[config.mk]
export PLATFORM = sky130hd
export DESIGN_NAME = id_ex_stage_flat
export DESIGN_NICKNAME = d
export VERILOG_FILES = /design/src/rtl/pipeline_pkg.sv /design/src/rtl/id_ex_stage_if.sv /design/src/rtl/id_ex_stage_hazard_detect.sv /design/src/rtl/id_ex_stage.sv /design/src/flat_wrapper.sv
export SDC_FILE = /design/constraint.sdc
export NUM_CORES = 1
export LEC_CHECK = 0
export ABC_CLOCK_PERIOD_IN_PS = 2000
export BUFFER_PORTS_ARGS = -buffer_cell sky130_fd_sc_hd__buf_2
export CORE_AREA = 2 2 233 235
export CTS_CLUSTER_DIAMETER = 100
export DETAILED_ROUTE_END_ITERATION = 7
export DIE_AREA = 0 0 235 237
export PLACE_DENSITY = 0.47
export REMOVE_ABC_BUFFERS = 1
export SKIP_CTS_REPAIR_TIMING = 1
export SLEW_MARGIN = 20
export SYNTH_ARGS = -nofsm -noshare
export SYNTH_HDL_FRONTEND = slang
export SYNTH_HIERARCHICAL = 1
export SYNTH_SLANG_ARGS = --single-unit
[constraint.sdc]
create_clock -name clk -period 2 [get_ports clk]
set_input_delay 0.2 -clock clk [delete_from_list [all_inputs] [get_ports clk]]
set_output_delay 0.2 -clock clk [all_outputs]
set_load 0.01 [all_outputs]
[src/rtl/pipeline_pkg.sv]
// Shared pipeline definitions: the zero register index and the EX-stage control bundle.
package pipeline_pkg;

  localparam logic [4:0] XZR = 5'd31;

  typedef struct packed {
    logic [1:0] ALUOp;
    logic       ALUSrc;
    logic       branch;
    logic       memRead;
    logic       memWrite;
    logic       memtoReg;
    logic       regWrite;
  } ex_ctrl_t;

  localparam ex_ctrl_t CTRL_BUBBLE = '0;

endpackage

[src/rtl/id_ex_stage_if.sv]
// Signal bundle between the ID stage, the ID/EX register and its EX/forwarding consumers.
interface id_ex_stage_if #(
  parameter int N     = 64,
  parameter int CNT_W = 16
);
  logic [4:0]       IF_IDRegRn;
  logic [4:0]       IF_IDRegRm;
  logic [4:0]       ID_RegRd;
  logic [N-1:0]     ID_readData1;
  logic [N-1:0]     ID_readData2;
  logic [N-1:0]     ID_signImm;
  logic [N-1:0]     ID_PC;
  logic             ID_regWrite;
  logic             ID_memRead;
  logic             ID_memWrite;
  logic             ID_memtoReg;
  logic             ID_branch;
  logic             ID_ALUSrc;
  logic [1:0]       ID_ALUOp;
  logic             flush;

  logic [4:0]       ID_EXRegRn;
  logic [4:0]       ID_EXRegRm;
  logic [4:0]       ID_EXRegRd;
  logic [N-1:0]     ID_EXreadData1;
  logic [N-1:0]     ID_EXreadData2;
  logic [N-1:0]     ID_EXsignImm;
  logic [N-1:0]     ID_EXPC;
  logic             ID_EXregWrite;
  logic             ID_EXmemRead;
  logic             ID_EXmemWrite;
  logic             ID_EXmemtoReg;
  logic             ID_EXbranch;
  logic             ID_EXALUSrc;
  logic [1:0]       ID_EXALUOp;
  logic             stall;
  logic [CNT_W-1:0] stallCount;
  logic [CNT_W-1:0] flushCount;

  modport master (
    output IF_IDRegRn, IF_IDRegRm, ID_RegRd,
           ID_readData1, ID_readData2, ID_signImm, ID_PC,
           ID_regWrite, ID_memRead, ID_memWrite, ID_memtoReg, ID_branch, ID_ALUSrc,
           ID_ALUOp, flush,
    input  ID_EXRegRn, ID_EXRegRm, ID_EXRegRd,
           ID_EXreadData1, ID_EXreadData2, ID_EXsignImm, ID_EXPC,
           ID_EXregWrite, ID_EXmemRead, ID_EXmemWrite, ID_EXmemtoReg, ID_EXbranch, ID_EXALUSrc,
           ID_EXALUOp, stall, stallCount, flushCount
  );

  modport slave (
    input  IF_IDRegRn, IF_IDRegRm, ID_RegRd,
           ID_readData1, ID_readData2, ID_signImm, ID_PC,
           ID_regWrite, ID_memRead, ID_memWrite, ID_memtoReg, ID_branch, ID_ALUSrc,
           ID_ALUOp, flush,
    output ID_EXRegRn, ID_EXRegRm, ID_EXRegRd,
           ID_EXreadData1, ID_EXreadData2, ID_EXsignImm, ID_EXPC,
           ID_EXregWrite, ID_EXmemRead, ID_EXmemWrite, ID_EXmemtoReg, ID_EXbranch, ID_EXALUSrc,
           ID_EXALUOp, stall, stallCount, flushCount
  );

endinterface

[src/rtl/id_ex_stage_hazard_detect.sv]
// Load-use hazard decode: a load in ID/EX whose destination feeds either source in ID.
module hazard_detect
  import pipeline_pkg::*;
(
  input  logic       ex_mem_read,
  input  logic [4:0] ex_rd,
  input  logic [4:0] id_rn,
  input  logic [4:0] id_rm,
  output logic       hz
);

  // XZR is never really written, so a load targeting it cannot create a dependency.
  always_comb begin
    hz = ex_mem_read && (ex_rd != XZR) && ((ex_rd == id_rn) || (ex_rd == id_rm));
  end

endmodule

[src/rtl/id_ex_stage.sv]
// ID/EX pipeline register with load-use bubble insertion, flush squash and
// saturating stall/flush event counters.
module id_ex_stage
  import pipeline_pkg::*;
#(
  parameter int N     = 64,
  parameter int CNT_W = 16
) (
  input logic          clk,
  input logic          reset,
  id_ex_stage_if.slave bus
);

  localparam logic [CNT_W-1:0] CNT_MAX = '1;

  ex_ctrl_t         ctrl_q, ctrl_d;
  logic [4:0]       rn_q, rn_d;
  logic [4:0]       rm_q, rm_d;
  logic [4:0]       rd_q, rd_d;
  logic [N-1:0]     data1_q, data1_d;
  logic [N-1:0]     data2_q, data2_d;
  logic [N-1:0]     imm_q, imm_d;
  logic [N-1:0]     pc_q, pc_d;
  logic [CNT_W-1:0] stall_cnt_q, stall_cnt_d;
  logic [CNT_W-1:0] flush_cnt_q, flush_cnt_d;
  logic             hz;
  logic             stall;

  hazard_detect u_hazard_detect (
    .ex_mem_read (ctrl_q.memRead),
    .ex_rd       (rd_q),
    .id_rn       (bus.IF_IDRegRn),
    .id_rm       (bus.IF_IDRegRm),
    .hz          (hz)
  );

  // A flush discards the ID instruction upstream, so holding PC/IF-ID would be wrong.
  assign stall = hz && !bus.flush;

  always_comb begin
    ctrl_d  = CTRL_BUBBLE;
    rn_d    = XZR;
    rm_d    = XZR;
    rd_d    = XZR;
    data1_d = '0;
    data2_d = '0;
    imm_d   = '0;
    pc_d    = '0;
    if (!(hz || bus.flush)) begin
      ctrl_d.ALUOp    = bus.ID_ALUOp;
      ctrl_d.ALUSrc   = bus.ID_ALUSrc;
      ctrl_d.branch   = bus.ID_branch;
      ctrl_d.memRead  = bus.ID_memRead;
      ctrl_d.memWrite = bus.ID_memWrite;
      ctrl_d.memtoReg = bus.ID_memtoReg;
      ctrl_d.regWrite = bus.ID_regWrite;
      rn_d            = bus.IF_IDRegRn;
      rm_d            = bus.IF_IDRegRm;
      rd_d            = bus.ID_RegRd;
      data1_d         = bus.ID_readData1;
      data2_d         = bus.ID_readData2;
      imm_d           = bus.ID_signImm;
      pc_d            = bus.ID_PC;
    end
  end

  always_comb begin
    stall_cnt_d = stall_cnt_q;
    flush_cnt_d = flush_cnt_q;
    if (stall && (stall_cnt_q != CNT_MAX)) begin
      stall_cnt_d = stall_cnt_q + 1'b1;
    end
    if (bus.flush && (flush_cnt_q != CNT_MAX)) begin
      flush_cnt_d = flush_cnt_q + 1'b1;
    end
  end

  always_ff @(posedge clk) begin
    if (!reset) begin
      ctrl_q      <= CTRL_BUBBLE;
      rn_q        <= XZR;
      rm_q        <= XZR;
      rd_q        <= XZR;
      data1_q     <= '0;
      data2_q     <= '0;
      imm_q       <= '0;
      pc_q        <= '0;
      stall_cnt_q <= '0;
      flush_cnt_q <= '0;
    end else begin
      ctrl_q      <= ctrl_d;
      rn_q        <= rn_d;
      rm_q        <= rm_d;
      rd_q        <= rd_d;
      data1_q     <= data1_d;
      data2_q     <= data2_d;
      imm_q       <= imm_d;
      pc_q        <= pc_d;
      stall_cnt_q <= stall_cnt_d;
      flush_cnt_q <= flush_cnt_d;
    end
  end

  assign bus.ID_EXRegRn     = rn_q;
  assign bus.ID_EXRegRm     = rm_q;
  assign bus.ID_EXRegRd     = rd_q;
  assign bus.ID_EXreadData1 = data1_q;
  assign bus.ID_EXreadData2 = data2_q;
  assign bus.ID_EXsignImm   = imm_q;
  assign bus.ID_EXPC        = pc_q;
  assign bus.ID_EXregWrite  = ctrl_q.regWrite;
  assign bus.ID_EXmemRead   = ctrl_q.memRead;
  assign bus.ID_EXmemWrite  = ctrl_q.memWrite;
  assign bus.ID_EXmemtoReg  = ctrl_q.memtoReg;
  assign bus.ID_EXbranch    = ctrl_q.branch;
  assign bus.ID_EXALUSrc    = ctrl_q.ALUSrc;
  assign bus.ID_EXALUOp     = ctrl_q.ALUOp;
  assign bus.stall          = stall;
  assign bus.stallCount     = stall_cnt_q;
  assign bus.flushCount     = flush_cnt_q;

endmodule

[src/flat_wrapper.sv]
// flat-port wrapper written by rule: the top's interface ports become plain ports
module id_ex_stage_flat import pipeline_pkg::*;
#(
  parameter int N     = 64,
  parameter int CNT_W = 16
)
  (clk, reset, bus_IF_IDRegRn, bus_IF_IDRegRm, bus_ID_RegRd, bus_ID_readData1, bus_ID_readData2, bus_ID_signImm, bus_ID_PC, bus_ID_regWrite, bus_ID_memRead, bus_ID_memWrite, bus_ID_memtoReg, bus_ID_branch, bus_ID_ALUSrc, bus_ID_ALUOp, bus_flush, bus_ID_EXRegRn, bus_ID_EXRegRm, bus_ID_EXRegRd, bus_ID_EXreadData1, bus_ID_EXreadData2, bus_ID_EXsignImm, bus_ID_EXPC, bus_ID_EXregWrite, bus_ID_EXmemRead, bus_ID_EXmemWrite, bus_ID_EXmemtoReg, bus_ID_EXbranch, bus_ID_EXALUSrc, bus_ID_EXALUOp, bus_stall, bus_stallCount, bus_flushCount);
  id_ex_stage_if #(.N(N), .CNT_W(CNT_W)) bus_i ();
  input logic clk;
  input logic reset;
  input wire logic [$bits(bus_i.IF_IDRegRn)-1:0] bus_IF_IDRegRn;
  input wire logic [$bits(bus_i.IF_IDRegRm)-1:0] bus_IF_IDRegRm;
  input wire logic [$bits(bus_i.ID_RegRd)-1:0] bus_ID_RegRd;
  input wire logic [$bits(bus_i.ID_readData1)-1:0] bus_ID_readData1;
  input wire logic [$bits(bus_i.ID_readData2)-1:0] bus_ID_readData2;
  input wire logic [$bits(bus_i.ID_signImm)-1:0] bus_ID_signImm;
  input wire logic [$bits(bus_i.ID_PC)-1:0] bus_ID_PC;
  input wire logic [$bits(bus_i.ID_regWrite)-1:0] bus_ID_regWrite;
  input wire logic [$bits(bus_i.ID_memRead)-1:0] bus_ID_memRead;
  input wire logic [$bits(bus_i.ID_memWrite)-1:0] bus_ID_memWrite;
  input wire logic [$bits(bus_i.ID_memtoReg)-1:0] bus_ID_memtoReg;
  input wire logic [$bits(bus_i.ID_branch)-1:0] bus_ID_branch;
  input wire logic [$bits(bus_i.ID_ALUSrc)-1:0] bus_ID_ALUSrc;
  input wire logic [$bits(bus_i.ID_ALUOp)-1:0] bus_ID_ALUOp;
  input wire logic [$bits(bus_i.flush)-1:0] bus_flush;
  output wire logic [$bits(bus_i.ID_EXRegRn)-1:0] bus_ID_EXRegRn;
  output wire logic [$bits(bus_i.ID_EXRegRm)-1:0] bus_ID_EXRegRm;
  output wire logic [$bits(bus_i.ID_EXRegRd)-1:0] bus_ID_EXRegRd;
  output wire logic [$bits(bus_i.ID_EXreadData1)-1:0] bus_ID_EXreadData1;
  output wire logic [$bits(bus_i.ID_EXreadData2)-1:0] bus_ID_EXreadData2;
  output wire logic [$bits(bus_i.ID_EXsignImm)-1:0] bus_ID_EXsignImm;
  output wire logic [$bits(bus_i.ID_EXPC)-1:0] bus_ID_EXPC;
  output wire logic [$bits(bus_i.ID_EXregWrite)-1:0] bus_ID_EXregWrite;
  output wire logic [$bits(bus_i.ID_EXmemRead)-1:0] bus_ID_EXmemRead;
  output wire logic [$bits(bus_i.ID_EXmemWrite)-1:0] bus_ID_EXmemWrite;
  output wire logic [$bits(bus_i.ID_EXmemtoReg)-1:0] bus_ID_EXmemtoReg;
  output wire logic [$bits(bus_i.ID_EXbranch)-1:0] bus_ID_EXbranch;
  output wire logic [$bits(bus_i.ID_EXALUSrc)-1:0] bus_ID_EXALUSrc;
  output wire logic [$bits(bus_i.ID_EXALUOp)-1:0] bus_ID_EXALUOp;
  output wire logic [$bits(bus_i.stall)-1:0] bus_stall;
  output wire logic [$bits(bus_i.stallCount)-1:0] bus_stallCount;
  output wire logic [$bits(bus_i.flushCount)-1:0] bus_flushCount;
  assign bus_i.IF_IDRegRn = bus_IF_IDRegRn;
  assign bus_i.IF_IDRegRm = bus_IF_IDRegRm;
  assign bus_i.ID_RegRd = bus_ID_RegRd;
  assign bus_i.ID_readData1 = bus_ID_readData1;
  assign bus_i.ID_readData2 = bus_ID_readData2;
  assign bus_i.ID_signImm = bus_ID_signImm;
  assign bus_i.ID_PC = bus_ID_PC;
  assign bus_i.ID_regWrite = bus_ID_regWrite;
  assign bus_i.ID_memRead = bus_ID_memRead;
  assign bus_i.ID_memWrite = bus_ID_memWrite;
  assign bus_i.ID_memtoReg = bus_ID_memtoReg;
  assign bus_i.ID_branch = bus_ID_branch;
  assign bus_i.ID_ALUSrc = bus_ID_ALUSrc;
  assign bus_i.ID_ALUOp = bus_ID_ALUOp;
  assign bus_i.flush = bus_flush;
  assign bus_ID_EXRegRn = bus_i.ID_EXRegRn;
  assign bus_ID_EXRegRm = bus_i.ID_EXRegRm;
  assign bus_ID_EXRegRd = bus_i.ID_EXRegRd;
  assign bus_ID_EXreadData1 = bus_i.ID_EXreadData1;
  assign bus_ID_EXreadData2 = bus_i.ID_EXreadData2;
  assign bus_ID_EXsignImm = bus_i.ID_EXsignImm;
  assign bus_ID_EXPC = bus_i.ID_EXPC;
  assign bus_ID_EXregWrite = bus_i.ID_EXregWrite;
  assign bus_ID_EXmemRead = bus_i.ID_EXmemRead;
  assign bus_ID_EXmemWrite = bus_i.ID_EXmemWrite;
  assign bus_ID_EXmemtoReg = bus_i.ID_EXmemtoReg;
  assign bus_ID_EXbranch = bus_i.ID_EXbranch;
  assign bus_ID_EXALUSrc = bus_i.ID_EXALUSrc;
  assign bus_ID_EXALUOp = bus_i.ID_EXALUOp;
  assign bus_stall = bus_i.stall;
  assign bus_stallCount = bus_i.stallCount;
  assign bus_flushCount = bus_i.flushCount;
  id_ex_stage #(.N(N), .CNT_W(CNT_W)) u_core (.clk(clk), .reset(reset), .bus(bus_i));
endmodule
==> qor.yml, run 1 <==
ys_seq_area_frac: 0.6684
grtUsageTotal: 0.1133
fmax_mhz: 463.2
htree_num_levels: 2
r2r-start: "u_core/bus.ID_EXRegRd[3]"
gp_congestion: 0.8536
num_rows: 85
hold_path_class: "in -> reg"
antenna_found_initial: 1
top_usage_layer: "met2"
final_cell_mix: "593 x buf_2, 307 x dfxtp_1, 278 x dlygate4sd3_1"
synth_cell_types: 49
grt_max_degree: 54
use_met2: 0.1900
worst-slew-pin-transition_ns: 0.4894
antenna_left: 0
fp.dieW_um: 235
hold_path_end: "u_core/bus.ID_EXRegRm[3]"
required_ns: 2.46
drv_slew: 0
static-leakage-power_nw: 8.590
violations: "negative hold slack, negative setup slack"
clkTransAtPathRegs_ns: 0.06
wl_mm: 38.66
numCtsBuffers: 36
reg2reg_to: "u_core/bus.stallCount[7]"
synth_area_mm2: 0.009315
finalSetupViolations: 222
grt_overflow: 0
met3_usage: 0.04896
die_area_mm2: 0.05570
finish.utilization: 0.3387
hold_viol_final: 1
status: "finished, violations left"
drt-initial-drc-count: 364
die_h_um: 237
nFillCells: 5322
clk_latency_ns: 0.54
criticalPathCategory: "reg -> reg"
finalCriticalPeriod_ns: 2.159
clock_path_buffers: 3
synthTopCellsByArea: "dfxtp_1 67%, and2_1 18%, nand2b_1 1.3%"
grt_pass1_vias: 8227
diodes: 0
worst_slack_ns: -0.1589
core_mm2: 0.05328
io_buffers: 593
multi_input_area_mm2: 0.003153
final_common_cell: "buf_2"
drive_above_1_share: 0.4504
max-vdd-ir-drop_v: 0.0005567
worstPathMaxFanout: 5
area_delta_synth_final_pct: 93.74
drc: 0
nets: 2020
power_density_mw_per_mm2: 812.5
whs_ns: -0.06240
worstPathArrival_ns: 2.62
reg2regPathDepth: 10
cts_tree: "done"
start_kind: "flip-flop"
wl_per_cell_um: 15.72
worstHoldPathCells: 2
synth-seq-cells: 311
syn-mean-instance-area_um2: 11.61
fin_crit_sh: 1.079
skew_ns: 0.01204
rsz0062_at_grt: "true"
grtUsageMet1: 0.1270
grt_pass1_wl_mm: 48.36
clock-sinks: 311
max_slew_margin: 0.6713
avgViaCountPerCell: 3.743
seqCellArea_mm2: 0.006236
firstDrtPassIters: 4
cp-end-kind: "flip-flop"
synth_top_area_frac: 0.6684
synth_cells: 802
r2r_slack_ns: -0.16
cts_root_buf: "clkbuf_16"
yosysTopAreaCell: "dfxtp_1"
pin_count: 594
post-dp-hpwl_mm: 26.21
initial_core_util: 0.1748
min_from: "bus_IF_IDRegRm[3]"
yosysWarnings: 6
vias: 9203
maxCapViolCount: 0
metrics by stage:
stage                     worst slack (ns)  power [mW]  std cells  TNS [ns]  cell area [um^2]
after floorplan                     -2.353       6.967        766   -656.76              9168
after global placement             -0.2435       7.651       2093    -22.04             13380
after detailed placement           -0.2771       7.653       2093    -27.58             13380
after CTS                          -0.3825       14.31       2158    -35.71             14560
after global routing               -0.2961       15.28       2459    -30.89             18050
final                              -0.1589       14.66       2459    -5.360             18050
flip-flops by register name, summed over array words and instances, names as in the netlist, 16 cells and up:
| signal | flops |
|---|---|
| u_core/bus.ID_EXPC | 64 |
| u_core/bus.ID_EXreadData1 | 64 |
| u_core/bus.ID_EXreadData2 | 64 |
| u_core/bus.ID_EXsignImm | 64 |
| u_core/bus.flushCount | 16 |
| u_core/bus.stallCount | 16 |
final cells by class:
| type | instances | area share |
|---|---|---|
| repair buffers | 932 | 0.3651 |
| flip-flops and latches | 311 | 0.3455 |
| multi-input cells | 450 | 0.1747 |
| clock buffers | 52 | 0.05941 |
| well taps | 696 | 0.04825 |
| clock inverters | 13 | 0.005962 |
| inverters | 5 | 0.001040 |
cell usage after synthesis, drive strengths merged:
library cell and count:
a211oi 2, a21oi 15, a31o 1, a31oi 2, and2 266, and3 3
and4 4, and4b 1, buf 5, clkbuf 31, dfxtp 311, ha 2
inv 5, mux2i 8, nand2 21, nand2b 20, nand3 14, nand4 13
nor2 7, nor2b 4, nor3 6, nor4 7, o211ai 3, o21a 1
o21ai 11, o21bai 1, o221a 1, o311ai 1, o31a 1, o31ai 11
o41ai 1, or3 6, or4 7, xnor2 4, xor2 6
worst max-delay path by stage:
stage	start	to	slack, ns	cells after the start
after floorplan	u_core/bus.ID_EXRegRd[0]	u_core/bus.ID_EXALUOp[0]	-2.35	6
after global routing	u_core/bus.ID_EXRegRd[4]	u_core/bus.stallCount[7]	-0.30	10
after detailed placement	u_core/bus.ID_EXRegRd[0]	u_core/bus.stallCount[9]	-0.28	10
after CTS	u_core/bus.ID_EXRegRd[0]	bus_stall	-0.38	7
after global placement	u_core/bus.ID_EXRegRd[0]	u_core/bus.stallCount[11]	-0.24	9
final	u_core/bus.ID_EXRegRd[3]	u_core/bus.stallCount[7]	-0.16	10
kinds of logic (layout without fill, tap and decap cells):
group | after synthesis | count (layout) | share of synthesized area
DFF | 311 | 311 | 0.6684
and+or+nand+nor | 379 | 379 | 0.2571
buffers and inverters | 41 | 1002 | 0.01786
adders and majority gates | 2 | 2 | 0.002686
AOI/OAI and AO/OA | 51 | 51 | 0.03600
muxes | 8 | 8 | 0.008597
xor gates and xnor gates | 10 | 10 | 0.009402
worst max-delay path, stage by stage, from the launching register on:
cell and delay (ns):
dfxtp_4 0.36, xor2_2 0.15, nor3_2 0.18, nand3_1 0.11, a21oi_2 0.21, nor2b_4 0.18
nand4_1 0.13, buf_6 0.17, buf_4 0.14, or3_4 0.33, a21oi_1 0.12
routing by layer:
layer / vias to the layer above / part of all wire
met3: 61 / 0.085
met4: 2 / 0.024
met1: 4286 / 0.40
met2: 390 / 0.49
met5: - / 0.00034
li1: 4464 / -
report_power, final:
part	switching, mW	leakage, nW	internal [mW]
Sequential	0.0694	2.55	6.43
Clock	2.68	0.587	3.87
Combinational	0.634	5.45	0.983
(Power assumes the default switching activity.)
==> run 2, diff against run 1 <==
Settings changed: MAX_ROUTING_LAYER from default to met4.
==> qor.yml, run 2 (synthesis gave the netlist of run 1 again) <==
status: "finished, violations left"
violations: "negative hold slack, negative setup slack"
nets: 2025
drc: 0
antenna_found_initial: 1
max_slew_margin: 0.6463
grt_pass1_wl_mm: 48.24
dp_cells: 2093
clk_latency_ns: 0.53
clock_path_buffers: 3
place_area_mm2: 0.01338
fmax_mhz: 465.1
avgViaCountPerCell: 3.766
antenna_left: 0
finalCriticalPeriod_ns: 2.150
drv_slew: 0
gp_congestion: 0.8672
core_mm2: 0.05328
start_kind: "flip-flop"
worst-slew-pin-transition_ns: 0.5262
power_density_mw_per_mm2: 804.5
drt-initial-drc-count: 417
critPathSlowestCell: "or4_4"
worst_path_largest_cell_delay_ns: 0.47
initial_core_util: 0.1748
finalNonFillerCells: 2466
num_rows: 85
worstPathMaxFanout: 5
drive_above_1_share: 0.4745
hold_viol_final: 1
grt_pass1_vias: 8241
worst_slack_ns: -0.1500
path_common_cell: "a21oi_2"
die_h_um: 237
wl_mm: 39.40
cp_top_family: "simple AND/OR/NAND/NOR gates"
final_common_cell: "buf_2"
grt_overflow: 0
grt_max_degree: 54
clkTransAtPathRegs_ns: 0.06
maxCapViolCount: 0
die_area_mm2: 0.05570
area_delta_synth_final_pct: 96.39
skew_ns: 0.01038
fin_area_mm2: 0.01829
worstPathArrival_ns: 2.61
static-leakage-power_nw: 8.716
vias: 9286
criticalPathCategory: "reg -> reg"
finalSetupViolations: 220
cp_num_buf_inv: 1
clock-sinks: 311
final_cell_mix: "593 x buf_2, 307 x dfxtp_1, 278 x dlygate4sd3_1"
whs_ns: -0.06320
cts_root_buf: "clkbuf_16"
hold_path_class: "in -> reg"
fin_crit_sh: 1.075
post-dp-hpwl_mm: 26.21
rsz0062_at_grt: "true"
cp-end-kind: "flip-flop"
pin_count: 594
grtUsageTotal: 0.1168
io_buffers: 593
max-vdd-ir-drop_v: 0.0005682
fp.dieW_um: 235
htree_num_levels: 2
numCtsBuffers: 36
wl_per_cell_um: 15.98
path_cells: "xor2_2, nor3_2, nand3_1, a21oi_2, nor2b_4, nand4_1, buf_6, or4_4, a21oi_2"
firstDrtPassIters: 4
cts_tree: "done"
required_ns: 2.46
-- run 2: per-layer routing --
layer  vias to the layer above  GRT usage  share of wire
li1                       4479          -              -
met1                      4362     0.1304           0.40
met2                       378     0.1898           0.50
met3                        67    0.04453          0.078
met4                         0    0.04258          0.021
met5                         -          -              0
-- run 2: where the power goes --
group | leakage (nW) | switching, mW | internal [mW] | total, mW
Sequential | 2.55 | 0.0696 | 6.43 | 6.50
Combinational | 5.58 | 0.654 | 1.03 | 1.69
Clock | 0.587 | 2.66 | 3.87 | 6.53
Total | 8.72 | 3.39 | 11.3 | 14.7
-- run 2: metrics by stage --
step                power, mW    util  setup slack (ns)  TNS (ns)
finish                  14.72  0.3433           -0.1500    -8.375
global route            15.36  0.3433           -0.2961    -35.18
CTS                     14.31  0.2732           -0.3825    -35.71
detailed placement      7.653  0.2511           -0.2771    -27.58
global placement        7.651  0.2511           -0.2435    -22.04
floorplan               6.967       -            -2.353   -656.76
-- run 2: layout make-up --
type	instances	area (um^2)
Multi-Input combinational cell	450	3253
Antenna cell	2	5.005
Clock buffer	52	1072
Tap cell	696	870.8
Sequential cell	311	6236
Fill cell	5309	34990
Inverter	5	18.77
Clock inverter	13	107.6
Timing Repair Buffer	937	6730
-- run 2: path summary, 6_finish.rpt --
path	from	slack, ns	endpoint	depth (start not counted)
setup reg to reg	u_core/bus.ID_EXRegRd[3]	-0.15	u_core/bus.stallCount[5]	9
setup / recovery	u_core/bus.ID_EXRegRd[3]	-0.15	u_core/bus.stallCount[5]	9
hold reg to reg	u_core/bus.flushCount[1]	0.51	u_core/bus.flushCount[1]	2
hold / removal	bus_IF_IDRegRm[3]	-0.06	u_core/bus.ID_EXRegRm[3]	2
-- run 2: worst register-to-register path, cell delays in order, from the launching register on --
cell and delay [ns]:
dfxtp_4 0.36, xor2_2 0.15, nor3_2 0.18, nand3_1 0.11, a21oi_2 0.21, nor2b_4 0.18, nand4_1 0.13, buf_6 0.17
or4_4 0.48, a21oi_2 0.12
==> run 3, diff against run 2 <==
==> constraint.sdc (replaced) <==
create_clock -name clk -period 2 [get_ports clk]
set_input_delay 0.3 -clock clk [delete_from_list [all_inputs] [get_ports clk]]
set_output_delay 0.3 -clock clk [all_outputs]
set_load 0.01 [all_outputs]
==> qor.yml, run 3 (synthesis gave the netlist of run 1 again) <==
fmax_mhz: 437.4
pre_cts_slack_ns: -0.5018
grt_pass1_vias: 8157
grt_pass1_wl_mm: 48.78
grt_overflow: 0
numCtsBuffers: 37
drc: 0
fin_crit_sh: 1.143
cts_tree: "done"
clock-sinks: 311
antenna_left: 0
clock_path_buffers: 3
nets: 1995
drt-initial-drc-count: 291
maxCapViolCount: 0
cp_num_buf_inv: 2
drive_above_1_share: 0.4219
violations: "negative setup slack"
avgViaCountPerCell: 3.746
wl_mm: 36.51
finalCriticalPeriod_ns: 2.286
cts_root_buf: "clkbuf_16"
wl_per_cell_um: 15.01
gp_congestion: 0.8854
max_slew_margin: 0.6595
static-leakage-power_nw: 8.333
worst_path_largest_cell_delay_ns: 0.38
status: "finished, violations left"
cp-end-kind: "primary output"
grt_max_degree: 53
clkTransAtPathRegs_ns: 0.06
worstPathArrival_ns: 1.99
firstDrtPassIters: 5
area_delta_synth_final_pct: 88.26
drv_slew: 0
rsz0062_at_grt: "true"
whs_ns: 0.01513
worst-slew-pin-transition_ns: 0.5065
fp.dieW_um: 235
final_cell_mix: "592 x buf_2, 309 x dfxtp_1, 269 x dlygate4sd3_1"
path_common_cell: "buf_6"
core_mm2: 0.05328
die_area_mm2: 0.05570
initial_core_util: 0.1748
htree_num_levels: 2
clk_latency_ns: 0.54
start_kind: "flip-flop"
finalSetupViolations: 248
total_power_mw: 14.78
die_h_um: 237
path_cells: "xor2_4, nor3_2, nand3_1, a21oi_2, nor2b_4, buf_6, buf_6"
antenna_found_initial: 2
pin_count: 594
hold_viol_final: 0
criticalPathCategory: "reg -> out"
skew_ns: 0.01450
critPathSlowestCell: "dfxtp_4"
worstPathMaxFanout: 4
vias: 9113
num_rows: 85
final_common_cell: "buf_2"
hold_path_class: "in -> reg"
cp_top_family: "simple AND/OR/NAND/NOR gates"
worst_slack_ns: -0.2863
io_buffers: 593
post-dp-hpwl_mm: 26.47
max-vdd-ir-drop_v: 0.0005796
power_density_mw_per_mm2: 843.0
grtUsageTotal: 0.1182
required_ns: 1.70
==> run 3: through the flow <==
stage | TNS [ns] | utilization | std cells | cell area (um^2)
3_3_place_gp | -52.51 | 0.2511 | 2093 | 13380
2_1_floorplan | -656.76 | - | 766 | 9168
6_report | -14.45 | 0.3291 | 2433 | 17540
5_1_grt | -44.53 | 0.3291 | 2433 | 17540
4_1_cts | -62.36 | 0.2742 | 2156 | 14610
3_5_place_dp | -53.98 | 0.2511 | 2093 | 13380
==> run 3: path summary, 6_finish.rpt <==
kind | start | to | slack, ns | cells after the start
max | u_core/bus.ID_EXRegRd[0] | bus_stall | -0.29 | 7
min | bus_ID_PC[4] | u_core/bus.ID_EXPC[4] | 0.02 | 2
max reg2reg | u_core/bus.ID_EXRegRd[0] | u_core/bus.stallCount[11] | -0.20 | 9
min reg2reg | u_core/bus.flushCount[2] | u_core/bus.flushCount[2] | 0.53 | 1
==> run 3: power by group <==
| group | leakage, nW | switching, mW | internal [mW] |
|---|---|---|---|
| Clock | 0.602 | 2.69 | 4.12 |
| Sequential | 2.55 | 0.0699 | 6.43 |
| Combinational | 5.18 | 0.593 | 0.881 |
| Total | 8.33 | 3.35 | 11.4 |
==> run 3: area by class of cell <==
cell class / count / area, um^2
timing repair buffer: 906 / 6125
antenna: 2 / 5.005
sequential: 311 / 6231
fill: 5400 / 35750
clock buffer: 48 / 1017
inverter: 5 / 18.77
clock inverter: 15 / 211.5
tap: 696 / 870.8
multi-input combinational: 450 / 3058
==> run 3: worst register-to-register path, cell delays in order, from the launching register on <==
cell and delay (ns):
dfxtp_4 0.38, xor2_4 0.20, nor3_2 0.17, nand3_1 0.11, a21oi_2 0.21, nor2b_4 0.18, nand4_1 0.11, buf_6 0.17
or4_1 0.48, a21oi_1 0.14
==> run 3: metal layers <==
metal | up-vias | GRT usage | wire, um
li1 | 4427 | - | -
met3 | 63 | 0.04861 | 3062
met4 | 0 | 0.04200 | 1015
met2 | 402 | 0.1895 | 17900
met1 | 4221 | 0.1323 | 14530
met5 | - | - | 0
